File: config.mk
export PLATFORM = sky130hd
export DESIGN_NAME = operand_fetch
export DESIGN_NICKNAME = d
export VERILOG_FILES = /design/src/rtl/of_pkg.sv /design/src/rtl/of_fwd_mux.sv /design/src/rtl/operand_fetch.sv
export SDC_FILE = /design/constraint.sdc
export NUM_CORES = 1
export LEC_CHECK = 0
export CORE_UTILIZATION = 35
export CTS_BUF_LIST = sky130_fd_sc_hd__clkbuf_16
export CTS_CLUSTER_DIAMETER = 80
export DETAILED_ROUTE_END_ITERATION = 6
export GPL_TIMING_DRIVEN = 1
export PLACE_DENSITY_LB_ADDON = 0.2
export SYNTH_ARGS = -nofsm -noshare
export SYNTH_HDL_FRONTEND = slang
export SYNTH_SLANG_ARGS = --single-unit
File: constraint.sdc
create_clock -name clk -period 2.9 [get_ports clk]
set_input_delay 0.435 -clock clk [delete_from_list [all_inputs] [get_ports clk]]
set_output_delay 0.435 -clock clk [all_outputs]
set_load 0.01 [all_outputs]
File: src/rtl/of_pkg.sv
// Shared types and helpers for operand_fetch: FSM states, forwarding-select codes,
// and the selection and load-use hazard rules used by both operand paths.
package of_pkg;

    localparam int REG_W = 5;

    typedef enum logic {
        RUN     = 1'b0,
        LDSTALL = 1'b1
    } of_state_e;

    typedef enum logic [1:0] {
        SEL_RF  = 2'd0,
        SEL_EX  = 2'd1,
        SEL_MEM = 2'd2,
        SEL_WB  = 2'd3
    } fwd_sel_e;

    // Youngest matching producer wins; a load in EX has no data yet and is skipped.
    function automatic fwd_sel_e fwd_select(
        input logic [REG_W-1:0] rs,
        input logic [REG_W-1:0] ex_rd,
        input logic             ex_wr,
        input logic             ex_load,
        input logic [REG_W-1:0] mem_rd,
        input logic             mem_wr,
        input logic [REG_W-1:0] wb_rd,
        input logic             wb_wr,
        input logic             wb_en
    );
        if (ex_wr && !ex_load && (ex_rd == rs)) return SEL_EX;
        if (mem_wr && (mem_rd == rs)) return SEL_MEM;
        if (wb_en && wb_wr && (wb_rd == rs)) return SEL_WB;
        return SEL_RF;
    endfunction

    function automatic logic load_use_hazard(
        input logic             id_valid,
        input logic             use1,
        input logic [REG_W-1:0] rs1,
        input logic             use2,
        input logic [REG_W-1:0] rs2,
        input logic             ex_load,
        input logic             ex_wr,
        input logic [REG_W-1:0] ex_rd
    );
        logic hit1;
        logic hit2;
        hit1 = use1 && (rs1 == ex_rd);
        hit2 = use2 && (rs2 == ex_rd);
        return id_valid && ex_load && ex_wr && (ex_rd != '0) && (hit1 || hit2);
    endfunction

endpackage

File: src/rtl/of_fwd_mux.sv
// Per-operand bypass selector; x0 always reads as zero.
// The WB bypass leg exists only when OF_WB_BYPASS_EN is defined.
module of_fwd_mux
    import of_pkg::*;
#(
    parameter int DATA_W = 32
) (
    input  logic [REG_W-1:0]  rs,
    input  logic [DATA_W-1:0] rf_rd,
    input  logic [REG_W-1:0]  ex_rd,
    input  logic              ex_wr,
    input  logic              ex_load,
    input  logic [DATA_W-1:0] ex_res,
    input  logic [REG_W-1:0]  mem_rd,
    input  logic              mem_wr,
    input  logic [DATA_W-1:0] mem_res,
    input  logic [REG_W-1:0]  wb_rd,
    input  logic              wb_wr,
    input  logic [DATA_W-1:0] wb_data,
    output logic [DATA_W-1:0] operand
);

`ifdef OF_WB_BYPASS_EN
    localparam logic WB_EN = 1'b1;
`else
    // Without the bypass the register file's write-then-read supplies WB data.
    localparam logic WB_EN = 1'b0;
    logic unused_wb;
    assign unused_wb = ^wb_data;
`endif

    fwd_sel_e sel;

    assign sel = fwd_select(rs, ex_rd, ex_wr, ex_load, mem_rd, mem_wr, wb_rd, wb_wr, WB_EN);

    always_comb begin
        operand = rf_rd;
        if (rs == '0) begin
            operand = '0;
        end else begin
            case (sel)
                SEL_EX:  operand = ex_res;
                SEL_MEM: operand = mem_res;
`ifdef OF_WB_BYPASS_EN
                SEL_WB:  operand = wb_data;
`endif
                default: operand = rf_rd;
            endcase
        end
    end

endmodule

File: src/rtl/operand_fetch.sv
// ID/EX operand fetch: register-file addressing, EX/MEM(/WB) bypassing, one-cycle
// load-use interlock, EX backpressure and flush. WB bypass gated by OF_WB_BYPASS_EN.
module operand_fetch
    import of_pkg::*;
#(
    parameter int DATA_W = 32
) (
    input  logic              clk,
    input  logic              rst,
    input  logic              id_valid,
    input  logic              id_use1,
    input  logic              id_use2,
    input  logic [REG_W-1:0]  id_rs1,
    input  logic [REG_W-1:0]  id_rs2,
    output logic [REG_W-1:0]  rf_a1,
    output logic [REG_W-1:0]  rf_a2,
    input  logic [DATA_W-1:0] rf_rd1,
    input  logic [DATA_W-1:0] rf_rd2,
    input  logic [REG_W-1:0]  ex_rd,
    input  logic [REG_W-1:0]  mem_rd,
    input  logic [REG_W-1:0]  wb_rd,
    input  logic              ex_wr,
    input  logic              mem_wr,
    input  logic              wb_wr,
    input  logic              ex_load,
    input  logic [DATA_W-1:0] ex_res,
    input  logic [DATA_W-1:0] mem_res,
    input  logic [DATA_W-1:0] wb_data,
    input  logic              flush,
    input  logic              ex_ready,
    output logic              stall,
    output logic              ex_valid,
    output logic [DATA_W-1:0] ex_op1,
    output logic [DATA_W-1:0] ex_op2,
    output logic [REG_W-1:0]  ex_rs1,
    output logic [REG_W-1:0]  ex_rs2
);

    of_state_e         state;
    of_state_e         state_next;
    logic [DATA_W-1:0] op1;
    logic [DATA_W-1:0] op2;
    logic              hazard;
    logic              hold;
    logic              ex_valid_next;
    logic              load_en;

    assign rf_a1 = id_rs1;
    assign rf_a2 = id_rs2;

    of_fwd_mux #(.DATA_W(DATA_W)) u_fwd1 (
        .rs(id_rs1), .rf_rd(rf_rd1),
        .ex_rd(ex_rd), .ex_wr(ex_wr), .ex_load(ex_load), .ex_res(ex_res),
        .mem_rd(mem_rd), .mem_wr(mem_wr), .mem_res(mem_res),
        .wb_rd(wb_rd), .wb_wr(wb_wr), .wb_data(wb_data),
        .operand(op1)
    );

    of_fwd_mux #(.DATA_W(DATA_W)) u_fwd2 (
        .rs(id_rs2), .rf_rd(rf_rd2),
        .ex_rd(ex_rd), .ex_wr(ex_wr), .ex_load(ex_load), .ex_res(ex_res),
        .mem_rd(mem_rd), .mem_wr(mem_wr), .mem_res(mem_res),
        .wb_rd(wb_rd), .wb_wr(wb_wr), .wb_data(wb_data),
        .operand(op2)
    );

    assign hazard = load_use_hazard(id_valid, id_use1, id_rs1, id_use2, id_rs2,
                                    ex_load, ex_wr, ex_rd);
    assign hold   = ex_valid && !ex_ready;

    // Stall is raised in the cycle that detects the load-use pair; the LDSTALL
    // cycle that follows carries the bubble while the load moves to MEM.
    always_comb begin
        state_next    = state;
        stall         = 1'b0;
        ex_valid_next = ex_valid;
        load_en       = 1'b0;
        if (rst) begin
            state_next    = RUN;
            ex_valid_next = 1'b0;
        end else if (flush) begin
            state_next    = RUN;
            ex_valid_next = 1'b0;
            load_en       = 1'b1;
        end else if (hold) begin
            stall = 1'b1;
        end else begin
            load_en = 1'b1;
            case (state)
                RUN: begin
                    if (hazard) begin
                        stall         = 1'b1;
                        ex_valid_next = 1'b0;
                        state_next    = LDSTALL;
                    end else begin
                        ex_valid_next = id_valid;
                    end
                end
                LDSTALL: begin
                    state_next    = RUN;
                    ex_valid_next = id_valid;
                end
                default: begin
                    state_next    = RUN;
                    ex_valid_next = 1'b0;
                end
            endcase
        end
    end

    // ID -> EX register boundary
    always_ff @(posedge clk or posedge rst) begin
        if (rst) begin
            state    <= RUN;
            ex_valid <= 1'b0;
            ex_op1   <= '0;
            ex_op2   <= '0;
            ex_rs1   <= '0;
            ex_rs2   <= '0;
        end else begin
            state    <= state_next;
            ex_valid <= ex_valid_next;
            if (load_en) begin
                ex_op1 <= op1;
                ex_op2 <= op2;
                ex_rs1 <= id_rs1;
                ex_rs2 <= id_rs2;
            end
        end
    end

endmodule

==> impl_metrics.json, run 1 <==
{
  "final_cells": 893,
  "yosysSeqAreaShare_pct": 38.77,
  "slew_headroom_pct": 27.46,
  "crit_buf_inv": 2,
  "critical_path.max_fanout": 4,
  "status": "complete, no violations",
  "use_met3_pct": 5.755,
  "path_clk_slew_ns": 0.06,
  "drt_iter0_drc": 380,
  "worstReg2RegEnd": "ex_op2[22]$_DFFE_PP0P_",
  "grtUsageMet2_pct": 42.49,
  "syn_nets": 695,
  "clock_skew_ns": 0.006685,
  "min_delay_worst_endpoint": "ex_op1[10]$_DFFE_PP0P_",
  "comb_power_share_pct": 31.8,
  "cts_tree": "done",
  "yosysWarnings": 0,
  "period_share_pct": 95.71,
  "fin_crit_ns": 2.776,
  "worst_r2r_path_depth": 5,
  "syn2layout_area_growth_pct": 58.20,
  "cp_data_arrival_time_ns": 2.34,
  "fillCellCount": 1202,
  "avgViaCountPerCell": 5.619,
  "leakagePower_nw": 2.850,
  "diodes": 0,
  "vias": 5018,
  "synth_mux_area_share_pct": 2.295,
  "cts_root_buffer": "clkbuf_16",
  "synth_cell_types": 29,
  "finalHoldViolations": 0,
  "ioPinCount": 282,
  "seqPwrFrac_pct": 38.2,
  "power.total_mw": 3.249,
  "critPathKind": "primary input to output port",
  "placed_cell_area_sq_um": 7488,
  "hold_path_depth": 2,
  "cpMostUsedCell": "clkdlybuf4s50_1",
  "ant_nets": 0,
  "place_inst": 879,
  "netlist_area_sq_um": 4906,
  "fin_area_sq_um": 7761,
  "floorplan.initialDensity_pct": 36.47,
  "rsz0062_at_grt": "no",
  "yosys.area.top_type": "dfrtp_1",
  "clockBufferDepth": 2,
  "holdCritStartpoint": "ex_op1[10]$_DFFE_PP0P_",
  "crit_family": "buffers and inverters",
  "synthCells": 499,
  "hpwlAfterDp_mm": 12.91,
  "die_h_um": 120.4,
  "gr-usage-all-layers_pct": 26.73,
  "synth_top_area_share_pct": 38.77,
  "num_rows": 42,
  "slew_violations": 0,
  "maxCapViolCount": 0,
  "cts_buffers": 9,
  "nets": 910,
  "cts_setup_buffers": 0,
  "synthTopCellsByArea": "dfrtp_1 39%, a221oi_2 15%, o31ai_1 9.8%",
  "drc": 0,
  "io_buffers": 243,
  "grt.overflow.total": 0,
  "wirelength_mm": 19.21,
  "synth_top_family_by_area": "compound AO/OA/AOI/OAI gates",
  "peakVddDrop_uv": 213.0,
  "synth-compound-area-share_pct": 34.89,
  "crit_required_ns": 2.47,
  "reg2reg_from": "ex_valid$_DFFE_PP0P_",
  "setup_violations": 0,
  "slowest_stage": "clkdlybuf4s50_1",
  "core-area_sq_um": 13450,
  "antenna_found_initial": 0,
  "firstDrtPassIters": 5,
  "clock-sinks": 76,
  "regToRegSetupSlack_ns": 0.87,
  "yosysMostFrequentCell": "dfrtp_1",
  "clock_latency_ns": 0.33,
  "synthSimpleGateAreaFrac_pct": 12.42,
  "cp_cell_sequence": "clkdlybuf4s50_1, xnor2_1, nand3_1, o22ai_1, a21oi_1, nor3_1, clkdlybuf4s50_1",
  "drive_gt1_share_pct": 14.50,
  "wl_per_cell_um": 21.51,
  "synth-xor-area-share_pct": 3.571,
  "fmax_mhz": 360.3,
  "switching_share_pct": 28.68,
  "synthFlopType": "dfrtp_1",
  "grt_max_degree": 77,
  "syn_avg_cell_area_sq_um": 9.832,
  "gp_congestion": 0.8737,
  "worstSetupEndpointType": "output port",
  "die_x_um": 120.4,
  "die_area_sq_um": 14500,
  "use_met1_pct": 35.30,
  "synth_adder_area_share_pct": 0,
  "critPathLaunchType": "primary input",
  "clockPowerShare_pct": 30.0,
  "htree_levels": 3,
  "power_switching_uw": 931.7,
  "synth_seq_cells": 76,
  "critical_path.max_stage_delay_ns": 0.58,
  "final.setup.tns_ns": 0,
  "synthArstFlopShare_pct": 100.0,
  "grt_busiest_layer": "met2",
  "grt_pass1_vias": 5246,
  "synth_edf_count": 0,
  "tightest_slew_ns": 1.086,
  "powerDensity_nw_per_um2": 418.6,
  "synth_common_cells": "76 x dfrtp_1, 69 x nand2_1, 65 x o21ai_1, 64 x o31ai_1, 48 x a221oi_2",
  "hold_class": "register to register",
  "grt_pass1_wl_mm": 29.47,
  "p_int_mw": 2.317
}
through the flow:
step	setup WS (ns)	hold slack, ns	util [%]
final	0.1243	0.4821	57.69
after global routing	0.003853	0.5062	57.69
after CTS	0.08503	0.4867	57.51
after detailed placement	0.1083	0.4740	55.66
after global placement	0.1263	0.4699	55.66
after floorplan	0.1496	0.5005	-
cell families after synthesis:
group / Yosys count
muxes: 10
xor gates and xnor gates: 20
DFF: 76
AOI/OAI and AO/OA: 201
and+or+nand+nor: 128
buffers and inverters: 64
worst max-delay path by stage:
stage	from	to	slack (ns)	cells past startpoint
floorplan	rst	ex_rs1[0]$_DFFE_PP0P_	0.15	4
detailed placement	id_rs1[3]	stall	0.11	7
global placement	id_rs2[0]	stall	0.13	7
CTS	id_rs2[0]	stall	0.09	7
global route	id_rs2[4]	stall	0.004	7
finish	id_rs2[4]	stall	0.12	7
layout by cell type, fill, tap and decap left out, types with 9 or more instances in the layout:
cell type | Yosys | routed
a221oi_2 | 48 | 48
buf_4 | 10 | 17
mux2_2 | 10 | 10
and2_1 | 32 | 32
nand2_1 | 69 | 69
o21ai_1 | 65 | 64
clkdlybuf4s50_1 | 0 | 239
a221oi_1 | 16 | 16
xnor2_1 | 20 | 18
clkbuf_16 | 0 | 9
o31ai_1 | 64 | 64
dfrtp_1 | 76 | 76
registers in the layout, summed over array words and instances, names as in the netlist:
register  cells
ex_rs1        5
ex_op2       32
ex_valid      1
ex_rs2        5
ex_op1       32
state         1
power groups by stage:
stage / combinational (mW) / clock [mW] / sequential, mW
after floorplan: 0.364 / 0 / 1.31
after global placement: 1.02 / 0 / 1.26
after detailed placement: 1.03 / 0 / 1.26
after CTS: 1.04 / 1.01 / 1.24
after global routing: 1.10 / 1.04 / 1.25
final: 1.03 / 0.974 / 1.24
worst reg2reg max path, cell delays in order (launching register included):
cell and delay (ns):
dfrtp_1 0.40, nand2b_1 0.17, o21ai_4 0.11, a21oi_4 0.83, o31ai_1 0.27, o21ai_1 0.18
metal layers:
layer / up-vias / part of all wire (%)
met2: 270 / 47
met4: 0 / 2.4
met5: - / 0
met1: 2392 / 43
li1: 2321 / -
met3: 35 / 7.9
layout make-up:
cell class / instances / area (sq um) / share of cell area [%]
Tap cell: 176 / 220.2 / 2.837
Inverter: 2 / 11.26 / 0.1451
Clock buffer: 9 / 225.2 / 2.902
Sequential cell: 76 / 1902 / 24.50
Clock inverter: 5 / 22.52 / 0.2902
Multi-Input combinational cell: 359 / 2690 / 34.66
Timing Repair Buffer: 266 / 2690 / 34.66
what timing repair did:
| action | in CTS | in global routing |
|---|---|---|
| endpoints found under the setup margin | 0 | 1 |
| resized for setup | 0 | 6 |
| hold buffers | 0 | 0 |
(Power assumes the default switching activity.)
==> run 2, diff against run 1 <==
--- a/config.mk
+++ b/config.mk
@@ -13,2 +13,3 @@
 export PLACE_DENSITY_LB_ADDON = 0.2
+export SETUP_SLACK_MARGIN = 0.05
 export SYNTH_ARGS = -nofsm -noshare
==> constraint.sdc (replaced) <==
create_clock -name clk -period 2.9 [get_ports clk]
set_input_delay 0.58 -clock clk [delete_from_list [all_inputs] [get_ports clk]]
set_output_delay 0.58 -clock clk [all_outputs]
set_load 0.01 [all_outputs]
==> run 2 against run 1 <==
Compared with the run above: sequential cell count unchanged; final cell count grew 1.2%; fmax grew 2.0%; highest routed layer unchanged; routed wire length shrank 0.54%; count of clock-buffer cells in the layout is the same; largest power group unchanged; global-route usage barely moved.
==> impl_metrics.json, run 2 (synthesized netlist as in run 1, its figures left out) <==
{
  "crit_family": "buffers and inverters",
  "critical_path.max_stage_delay_ns": 0.57,
  "cp_cell_sequence": "clkdlybuf4s50_1, xnor2_1, nand3_1, o22ai_2, a21oi_1, nor3_1, clkdlybuf4s15_1",
  "crit_required_ns": 2.32,
  "fin_area_sq_um": 7870,
  "core-area_sq_um": 13450,
  "floorplan.initialDensity_pct": 36.47,
  "holdCritStartpoint": "ex_op1[29]$_DFFE_PP0P_",
  "antenna_found_initial": 0,
  "ant_nets": 0,
  "gr-usage-all-layers_pct": 26.74,
  "slew_violations": 0,
  "clock_skew_ns": 0.005213,
  "firstDrtPassIters": 4,
  "clockBufferDepth": 2,
  "status": "complete, no violations",
  "wirelength_mm": 19.10,
  "period_share_pct": 93.86,
  "peakVddDrop_uv": 315.1,
  "worstReg2RegEnd": "ex_op2[24]$_DFFE_PP0P_",
  "hpwlAfterDp_mm": 13.02,
  "critical_path.max_fanout": 3,
  "fin_crit_ns": 2.722,
  "drc": 0,
  "maxCapViolCount": 0,
  "die_x_um": 120.4,
  "hold_class": "register to register",
  "critPathKind": "primary input to output port",
  "fmax_mhz": 367.4,
  "reg2reg_from": "ex_valid$_DFFE_PP0P_",
  "fillCellCount": 1205,
  "placed_cell_area_sq_um": 7556,
  "leakagePower_nw": 2.879,
  "diodes": 0,
  "wl_per_cell_um": 21.13,
  "reg_top3": "ex_op1: 32 flops, ex_op2: 32 flops",
  "die_h_um": 120.4,
  "syn2layout_area_growth_pct": 60.42,
  "hold_path_depth": 2,
  "avgViaCountPerCell": 5.590,
  "slowest_stage": "clkdlybuf4s50_1",
  "nets": 919,
  "vias": 5053,
  "final_cell_mix": "242 x clkdlybuf4s50_1, 76 x dfrtp_1, 69 x nand2_1",
  "grt_pass1_vias": 5386,
  "finalHoldViolations": 0,
  "clock-sinks": 76,
  "rsz0062_at_grt": "no",
  "whs_ns": 0.4860,
  "setup_violations": 0,
  "path_clk_slew_ns": 0.06,
  "regToRegSetupSlack_ns": 0.84,
  "min_delay_worst_endpoint": "ex_op1[29]$_DFFE_PP0P_",
  "clock_latency_ns": 0.34,
  "cts_buffers": 9,
  "powerDensity_nw_per_um2": 440.4,
  "drt_iter0_drc": 350,
  "ioPinCount": 282,
  "cts_root_buffer": "clkbuf_16",
  "die_area_sq_um": 14500,
  "final_common_cell": "clkdlybuf4s50_1",
  "cts_setup_buffers": 0,
  "grt.overflow.total": 0,
  "cp_data_arrival_time_ns": 2.14,
  "tightest_slew_ns": 1.066,
  "gp_congestion": 0.9106,
  "grt_max_degree": 77,
  "io_buffers": 243,
  "drive_gt1_share_pct": 15.66,
  "htree_levels": 3,
  "postLayoutCoreUtil_pct": 58.50,
  "worst_r2r_path_depth": 5,
  "crit_buf_inv": 2,
  "cts_tree": "done",
  "critPathLaunchType": "primary input",
  "slew_headroom_pct": 28.76,
  "num_rows": 42,
  "worstSetupEndpointType": "output port",
  "grt_pass1_wl_mm": 29.52
}
-- run 2: per-stage QoR --
| step | setup WS (ns) | total power, mW | setup TNS, ns | cells |
|---|---|---|---|---|
| final | 0.1781 | 3.466 | 0 | 904 |
| after global routing | 0.06126 | 3.610 | 0 | 904 |
| after global placement | -0.08006 | 2.285 | -0.08006 | 888 |
| after CTS | 0.1605 | 3.496 | 0 | 904 |
| after detailed placement | -0.1057 | 2.303 | -0.1057 | 888 |
| after floorplan | 0.1453 | 1.674 | 0 | 499 |
-- run 2: worst max-delay path by stage --
stage	start	to	slack (ns)	cells past startpoint
after floorplan	rst	ex_rs1[0]$_DFFE_PP0P_	0.15	4
after global placement	ex_rd[1]	stall	-0.08	7
after detailed placement	ex_rd[3]	stall	-0.11	7
after CTS	ex_rd[3]	stall	0.16	7
after global routing	ex_rd[3]	stall	0.06	7
final	ex_rd[3]	stall	0.18	7
-- run 2: repair_timing --
| action | in CTS | in global routing |
|---|---|---|
| setup endpoints to repair | 1 | 1 |
| gates resized for setup | 1 | 2 |
| hold buffers | 0 | 0 |
-- run 2: area by class of cell --
class / count / area, sq um / share of cell area (%)
repair buffers: 275 / 2748 / 34.91
multi-input cells: 359 / 2681 / 34.07
flip-flops and latches: 76 / 1902 / 24.17
clock buffers: 9 / 225.2 / 2.862
well taps: 176 / 220.2 / 2.798
clock inverters: 7 / 82.58 / 1.049
inverters: 2 / 11.26 / 0.1431
-- run 2: metal layers --
metal,vias to the layer above,GRT usage (%),share of wire (%)
met1,2457,33.39,41
met5,-,0,0
met3,37,5.896,7.5
li1,2335,-,-
met4,0,11.50,3.0
met2,224,44.32,48
-- run 2: worst register-to-register path, delay by kind of cell, from the launching register on --
kind	cells	cell delay (ns)
compound gates	4	1.41
flops	1	0.40
simple gates	1	0.17
-- run 2: power by group --
part	switching (mW)	total, mW	internal (mW)
Clock	0.438	1.18	0.741
Sequential	0.0663	1.24	1.18
Combinational	0.451	1.04	0.592
Total	0.956	3.47	2.51
==> run 3, diff against run 2 <==
CORE_MARGIN = 1   (was unset)
==> results of run 3 <==
Same layout as run 2: the final DEF is identical, and so are final timing and power.
